[config.mk]
export PLATFORM = sky130hd
export DESIGN_NAME = bcd_display_mux
export DESIGN_NICKNAME = d
export VERILOG_FILES = /design/src/rtl/bcd_display_pkg.sv /design/src/rtl/bcd_to_seg7.sv /design/src/rtl/bcd_display_mux.sv
export SDC_FILE = /design/constraint.sdc
export NUM_CORES = 1
export LEC_CHECK = 0
export CAP_MARGIN = 10
export CORE_MARGIN = 5
export CORE_UTILIZATION = 52
export DETAILED_ROUTE_END_ITERATION = 12
export HOLD_SLACK_MARGIN = 0.06
export PLACE_DENSITY = 0.78
export SLEW_MARGIN = 25
export SYNTH_ARGS = -nofsm -noshare
export SYNTH_HDL_FRONTEND = slang
export SYNTH_SLANG_ARGS = --single-unit
[constraint.sdc]
create_clock -name CLK -period 2.7 [get_ports CLK]
set_input_delay 0.405 -clock CLK [delete_from_list [all_inputs] [get_ports CLK]]
set_output_delay 0.405 -clock CLK [all_outputs]
set_load 0.005 [all_outputs]
[src/rtl/bcd_display_pkg.sv]
// rtl/bcd_display_pkg.sv - shared types and segment patterns for the BCD display mux
package bcd_display_pkg;

    typedef logic [6:0] seg7_t;
    typedef logic [3:0] bcd_t;

    // Active-low, bit order {g,f,e,d,c,b,a}
    localparam seg7_t SEG_0    = 7'b1000000;
    localparam seg7_t SEG_1    = 7'b1111001;
    localparam seg7_t SEG_2    = 7'b0100100;
    localparam seg7_t SEG_3    = 7'b0110000;
    localparam seg7_t SEG_4    = 7'b0011001;
    localparam seg7_t SEG_5    = 7'b0010010;
    localparam seg7_t SEG_6    = 7'b0000010;
    localparam seg7_t SEG_7    = 7'b1111000;
    localparam seg7_t SEG_8    = 7'b0000000;
    localparam seg7_t SEG_9    = 7'b0010000;
    localparam seg7_t SEG_DASH = 7'b0111111;
    localparam seg7_t SEG_OFF  = 7'b1111111;

endpackage

[src/rtl/bcd_to_seg7.sv]
// rtl/bcd_to_seg7.sv - combinational BCD to active-low 7-segment decoder, dash for 10..15
module bcd_to_seg7
    import bcd_display_pkg::*;
(
    input  bcd_t  bcd,
    output seg7_t seg
);

    always_comb begin
        case (bcd)
            4'd0:    seg = SEG_0;
            4'd1:    seg = SEG_1;
            4'd2:    seg = SEG_2;
            4'd3:    seg = SEG_3;
            4'd4:    seg = SEG_4;
            4'd5:    seg = SEG_5;
            4'd6:    seg = SEG_6;
            4'd7:    seg = SEG_7;
            4'd8:    seg = SEG_8;
            4'd9:    seg = SEG_9;
            default: seg = SEG_DASH;
        endcase
    end

endmodule

[src/rtl/bcd_display_mux.sv]
// rtl/bcd_display_mux.sv - frame-snapshotted multiplexed 7-segment driver; BCD_DISPLAY_LEADING_ZERO_BLANK_EN adds leading-zero blanking
module bcd_display_mux
    import bcd_display_pkg::*;
#(
    parameter int NUM_DIGITS   = 4,
    parameter int REFRESH_DIV  = 50000,
    parameter int BLANK_CYCLES = 0
) (
    input  logic                    CLK,
    input  logic                    reset,
    input  logic                    ENABLE,
    input  logic [4*NUM_DIGITS-1:0] DIGITS,
    input  logic [NUM_DIGITS-1:0]   DP_IN,
    output logic [NUM_DIGITS-1:0]   AN,
    output seg7_t                   SEG,
    output logic                    DP,
    output logic                    FRAME_TICK
);

    localparam int CNT_W = $clog2(REFRESH_DIV);
    localparam int IDX_W = (NUM_DIGITS > 1) ? $clog2(NUM_DIGITS) : 1;

    logic [CNT_W-1:0]        cnt;
    logic [IDX_W-1:0]        idx;
    logic [4*NUM_DIGITS-1:0] snap_digits;
    logic [NUM_DIGITS-1:0]   snap_dp;

    logic                    cnt_last;
    logic                    idx_last;
    logic                    frame_wrap;
    logic                    in_blank;
    logic                    cur_blank;
    logic                    cur_dp;
    bcd_t                    cur_digit;
    seg7_t                   seg_dec;
    logic [NUM_DIGITS-1:0]   an_lit;

    assign cnt_last   = (cnt == CNT_W'(REFRESH_DIV - 1));
    assign idx_last   = (idx == IDX_W'(NUM_DIGITS - 1));
    assign frame_wrap = cnt_last && idx_last;

    generate
        if (BLANK_CYCLES == 0) begin : g_no_blank
            assign in_blank = 1'b0;
        end else begin : g_blank
            assign in_blank = (cnt < CNT_W'(BLANK_CYCLES));
        end
    endgenerate

    // Compare-based select keeps non-power-of-two digit counts in range
    always_comb begin
        cur_digit = '0;
        cur_dp    = 1'b0;
        for (int k = 0; k < NUM_DIGITS; k++) begin
            an_lit[k] = (idx != IDX_W'(k));
            if (idx == IDX_W'(k)) begin
                cur_digit = snap_digits[4*k +: 4];
                cur_dp    = snap_dp[k];
            end
        end
    end

`ifdef BCD_DISPLAY_LEADING_ZERO_BLANK_EN
    logic [NUM_DIGITS-1:0] snap_zero_blank;
    logic [NUM_DIGITS-1:0] next_zero_blank;
    logic                  seen_sig;

    // Blank from the top down until a nonzero digit or a lit point appears
    always_comb begin
        next_zero_blank = '0;
        seen_sig        = 1'b0;
        for (int k = NUM_DIGITS - 1; k >= 1; k--) begin
            if (!seen_sig && (DIGITS[4*k +: 4] == 4'd0) && !DP_IN[k]) begin
                next_zero_blank[k] = 1'b1;
            end else begin
                seen_sig = 1'b1;
            end
        end
    end

    always_comb begin
        cur_blank = 1'b0;
        for (int k = 0; k < NUM_DIGITS; k++) begin
            if (idx == IDX_W'(k)) begin
                cur_blank = snap_zero_blank[k];
            end
        end
    end

    always_ff @(posedge CLK) begin
        if (reset) begin
            snap_zero_blank <= '0;
        end else if (ENABLE && frame_wrap) begin
            snap_zero_blank <= next_zero_blank;
        end
    end
`else
    assign cur_blank = 1'b0;
`endif

    bcd_to_seg7 u_dec (
        .bcd (cur_digit),
        .seg (seg_dec)
    );

    always_ff @(posedge CLK) begin
        if (reset) begin
            cnt         <= '0;
            idx         <= '0;
            snap_digits <= '0;
            snap_dp     <= '0;
            AN          <= '1;
            SEG         <= SEG_OFF;
            DP          <= 1'b1;
            FRAME_TICK  <= 1'b0;
        end else if (!ENABLE) begin
            AN         <= '1;
            SEG        <= SEG_OFF;
            DP         <= 1'b1;
            FRAME_TICK <= 1'b0;
        end else begin
            FRAME_TICK <= frame_wrap;
            if (cnt_last) begin
                cnt <= '0;
                idx <= idx_last ? '0 : idx + IDX_W'(1);
            end else begin
                cnt <= cnt + CNT_W'(1);
            end
            if (frame_wrap) begin
                snap_digits <= DIGITS;
                snap_dp     <= DP_IN;
            end
            if (in_blank || cur_blank) begin
                AN  <= '1;
                SEG <= SEG_OFF;
                DP  <= 1'b1;
            end else begin
                AN  <= an_lit;
                SEG <= seg_dec;
                DP  <= ~cur_dp;
            end
        end
    end

endmodule
### After elaboration in Yosys (flattened, before gate mapping)

Memories as Yosys holds them, arrays and structs flattened. A register that Yosys moved wholly into a read port is not among the register bits.
Cells that the tools add are included.

* eq/ne operators: 7
* add/subtract/negate cells: 2
* reduce and logical (&&, ||, !) cells: 6
* bitwise gates (word level): 2
* mux-type cells: 10

Operators by type and width (count)
* adder 16 x 1 -> 16 bit (second input constant): 1
* equality test 16 bit (second input constant): 1
* 2-to-1 mux 16 bit: 1
* 2-to-1 mux 4 bit: 4
* equality test 2 bit (second input constant): 2
* 2-to-1 mux 1 bit: 4
* != test 2 bit (second input constant): 2
* AND reduction 2 bit: 2
* adder 2 x 1 -> 2 bit (second input constant): 1
* equality test 2 x 1 -> 1 bit (second input constant): 1
* logical NOT 2 bit: 1
* 2-to-1 mux 2 bit: 1
* != test 2 x 1 -> 1 bit (second input constant): 1
* inverter 1 bit: 2
* nonzero test 2 bit: 1
* OR reduction 2 bit: 1
* logical AND 1 bit: 1

* memories kept: 1
* flip-flop bits (word level): 44
* bits in read-only memories: 112
* logic and storage cells: 35
* input port bits: 23
* output and inout bits: 13

Memory list
* (name not given): depth 16, width 7, read ports 1, clocked after memory_dff 1, wr ports 0, line bcd_to_seg7.sv:10 `case (bcd)`

### Depth between registers and ports, before layout

* depth after elaboration: 6
* gate-level depth with buffers: 9
* mapped depth without buffers: 8

### Modules after synthesis

A second synthesis with hierarchy kept.

* cell total of the unflattened synthesis: 234
* area, all modules: 2278.4 µm²

Modules (own cells, without submodules)
* bcd_display_mux: times used 1, cells each 203, area an instance 2054.5 µm²
* bcd_to_seg7: times used 1, cells each 31, area an instance 224.0 µm²

### Worst setup path after synthesis

Ideal clock, no wire load.

* path kind: register -> register
* from: register idx[1]
* to: register SEG[3]
* path slack: 0.786 ns
* data arrival time: 1.819 ns
* required time: 2.605 ns
* library setup time: 0.095 ns
* cell stages (with the launch flop): 9
* clock period less this slack: 1.914 ns
* path buffers: 1
* path through: dfxtp_1 > inv_1 > ha_1 > buf_2 > nand3b_1 > a211oi_2 > ha_1 > a21o_1 > o311ai_1

* longest elaborated chain between the ends: 5

RTL lines
* from (decl): line bcd_display_mux.sv:24 `logic [IDX_W-1:0] idx;`
* from (signal assigned): line bcd_display_mux.sv:125 `idx <= idx_last ? '0 : idx + IDX_W'(1);`
* logical NOT 2 bit: line bcd_display_mux.sv:56 `if (idx == IDX_W'(k)) begin`
* 2-to-1 mux 4 bit (3 in a row): line bcd_display_mux.sv:56
* 2-to-1 mux 4 bit (*): line bcd_display_mux.sv:56
* to (decl): line bcd_display_mux.sv:15 `output seg7_t SEG,`

Mark *: on every way between the ends. The rest lies on a longest branch, timed or not.
A chain may end at the register's enable or synchronous reset.

### Final worst setup path

* from: register idx[0]
* to: register SEG[1]

Same word-level chain as after synthesis.

==> impl_results.md <==
- Library cells used by synthesis: 48
- Final wirelength: 4450 microns
- Pwr Density: 513 nW/um^2
- Worst r2r dst: SEG[1]
- Layout cells sized above 1: 0.0849
- Fill cells: 330
- Seq/Total Area, Yosys: 0.461
- CP max stage delay: 0.55 ns
- Mapped Area: 2210 sq um
- Worst-skew pair later-pin latency: 0.31 ns
- GRT Util Overall: 0.171
- Peak supply drop: 0.382 mV
- Setup WS pre-CTS: 0.475 ns
- PortBufs: 35
- Critical-path maximum fanout: 18
- Final ANT Viol Nets: 0
- Initial core utilization: 0.545
- Syn Area/Cell: 9.84 sq um
- Final hold vios: 0
- FF+latch area: 1020 sq um
- First-pass DRT Iterations: 4
- Fin nets: 287
- Required @ worst endpoint: 2.89 ns
- Critical Path Sink: SEG[1]
- Area delta synth->final: 21.5%
- Most used cell, CP: ha_1
- CP Cell Sequence: ha_1 > a211oi_1 > a221o_1 > inv_2 > ha_1 > nor2_1 > o21ai_1
- Global-route wire length before repair: 7400 microns
- Die Y-Extent: 75.2 microns
- Final slew viol count: 0
- Drt first-iter violations: 83
- Vias/cell: 5.58
- Area of the multi-input gates: 1080 sq um
- Async set-reset flop share out of synthesis: 0
- CP startpoint: idx[0]
- Wire per inst: 14.4 microns
- Post-synth EDFFs: 0
- Overflow left after global routing: 0
- Post-Syn Instances: 225
- Period minus WS final: 2.11 ns
- Cts bufs inserted: 5
- CTS Hold Bufs: 0
- Reg2reg setup slack: 0.59 ns
- CTS tree: built
- Leakage: 0.965 nW
- HPWL Detailed: 3170 microns
- Largest area contributor in the netlist: dfxtp_1
- Root Driver: clkbuf_8
- CP Class: reg2reg
- Startpoint Class: register
- Setup repair after global routing missed its margin: false
- Slew Limit Headroom: 0.393
- Fmax achieved: 0.475 GHz
- # IOs: 36
- Clock slew at reported path FFs: 0.09 ns
- Total power: 1.38 mW
- Placeable Area: 4060 sq um
- Hold Path Class: reg2reg
- Post-CTS resize count: 0
- Syn Nets: 254
- Post-CTS setup buffers: 0
- ANT cells: 0
- Initial antenna violation count: 0
- DRC: 0
- Synth top area cells: dfxtp_1 46%, a22o_1 7.9%, xnor2_1 3.6%
- Vias in the first global route: 1657
- Synth top area share: 0.461
- Crit path DAT: 2.30 ns
- YS warnings: 0
- Worst-Margin Slew: 0.910 ns
- Synth Flop Type: dfxtp_1
- Setup WS post-layout: 0.593 ns
- Crit. End Element: register
- Die area: 5660 sq um
- Placer Congestion: 0.783
- Worst reg2reg startpoint: idx[0]
- Num rows: 23
- Largest net degree at the start of global routing: 22
- Crit-path slowest cell: ha_1
- Outcome: finished clean
- Die W: 75.2 microns
- CTS max path bufs: 2
- Final setup viols: 0
- Yosys reg bits: 51
- Period utilisation layout: 0.780
- Vias: 1724
- H-tree levels: 2
- CTS Sinks: 51
- Setup TNS: 0 ns
- Setup Skew: 0.0129 ns
- R2R cell count: 7
- Max-cap violation count: 0
[logic make-up (layout without fill, tap and decap cells)]
group           after synthesis  after routing  share of synthesized area
mux                           2              2                    0.00905
simple gates                 80             80                      0.209
fa+ha+maj                     6              6                     0.0339
xor+xnor                     13             13                     0.0514
flops                        51             51                      0.461
buf+inv                      21             55                     0.0503
compound gates               52             52                      0.185
[placed cells by master, fill, tap and decap left out, types with 2 or more instances in the layout]
cell	count
o21ai_0	2
a22o_1	20
dfxtp_1	51
xnor2_1	9
a21oi_1	6
clkbuf_8	5
clkdlybuf4s50_1	35
o31ai_1	2
xor2_1	4
nand3_1	5
and3_1	2
or2_1	2
o21ai_1	3
a211oi_2	2
nor3_1	5
nor3b_1	4
nand2b_1	2
ha_1	6
mux2i_1	2
buf_4	4
nor2_1	20
a211oi_1	5
nand3b_1	4
nor2b_1	5
a221oi_1	2
nand2_1	13
a221o_1	2
inv_1	7
nor4_1	3
and4_1	2
nand4_1	6
[worst min path at each step]
stage,slack (ns),cells past startpoint,to,startpoint
after global routing,0.52,1,snap_dp[0],snap_dp[0]
after floorplan,0.44,1,snap_dp[0],snap_dp[0]
final,0.48,1,snap_dp[0],snap_dp[0]
after detailed placement,0.46,1,snap_dp[0],snap_dp[0]
after CTS,0.49,1,snap_dp[0],snap_dp[0]
after global placement,0.47,1,snap_digits[14],snap_digits[14]
[power by group]
part	switching [mW]	internal [mW]
Clock	0.260	0.279
Sequential	0.00580	0.760
Combinational	0.0272	0.0468
Total	0.293	1.09
[area by class of cell]
type | count | share of cell area
tap | 50 | 0.0233
timing repair buffer | 39 | 0.141
sequential | 51 | 0.380
clock buffer | 5 | 0.0256
multi-input combinational | 153 | 0.402
inverter | 8 | 0.0112
clock inverter | 3 | 0.0172
[metal layers]
| metal | routed length (microns) | global-route usage | vias up |
|---|---|---|---|
| li1 | - | - | 881 |
| met4 | 72 | 0.0699 | 0 |
| met1 | 2190 | 0.231 | 792 |
| met5 | 0 | 0 | - |
| met2 | 1900 | 0.253 | 42 |
| met3 | 291 | 0.0534 | 9 |
[worst max-delay path, delay by kind of cell (launching register included)]
kind / cells / cell delay, ns
compound gates: 3 / 0.58
flops: 1 / 0.40
buf+inv: 1 / 0.09
fa+ha+maj: 2 / 0.79
simple gates: 1 / 0.12
[synth_stat cells (2+ instances only)]
cell      number
a211oi_1       5
a211oi_2       2
a21oi_1        6
a221o_1        2
a221oi_1       2
a22o_1        20
and3_1         2
and4_1         2
buf_2          8
buf_4          2
buf_6          2
dfxtp_1       51
ha_1           6
inv_1          7
mux2i_1        2
nand2_1       13
nand2b_1       2
nand3_1        5
nand3b_1       4
nand4_1        6
nor2_1        20
nor2b_1        5
nor3_1         5
nor3b_1        4
nor4_1         3
o21ai_0        2
o21ai_1        3
o31ai_1        2
or2_1          2
xnor2_1        9
xor2_1         4
[through the flow]
step	util	hold slack [ns]	instances	area (sq um)
2_1_floorplan	-	0.441	225	2210
3_3_place_gp	0.635	0.466	301	2570
3_5_place_dp	0.635	0.464	301	2570
4_1_cts	0.663	0.487	309	2690
5_1_grt	0.663	0.519	309	2690
6_report	0.663	0.479	309	2690
[sequential cells by signal, indices dropped and copies added, names as in the netlist]
signal       flops
AN               4
idx              2
FRAME_TICK       1
snap_digits     16
SEG              7
cnt             16
DP               1
snap_dp          4
Power figures use the tool's default switching activity.
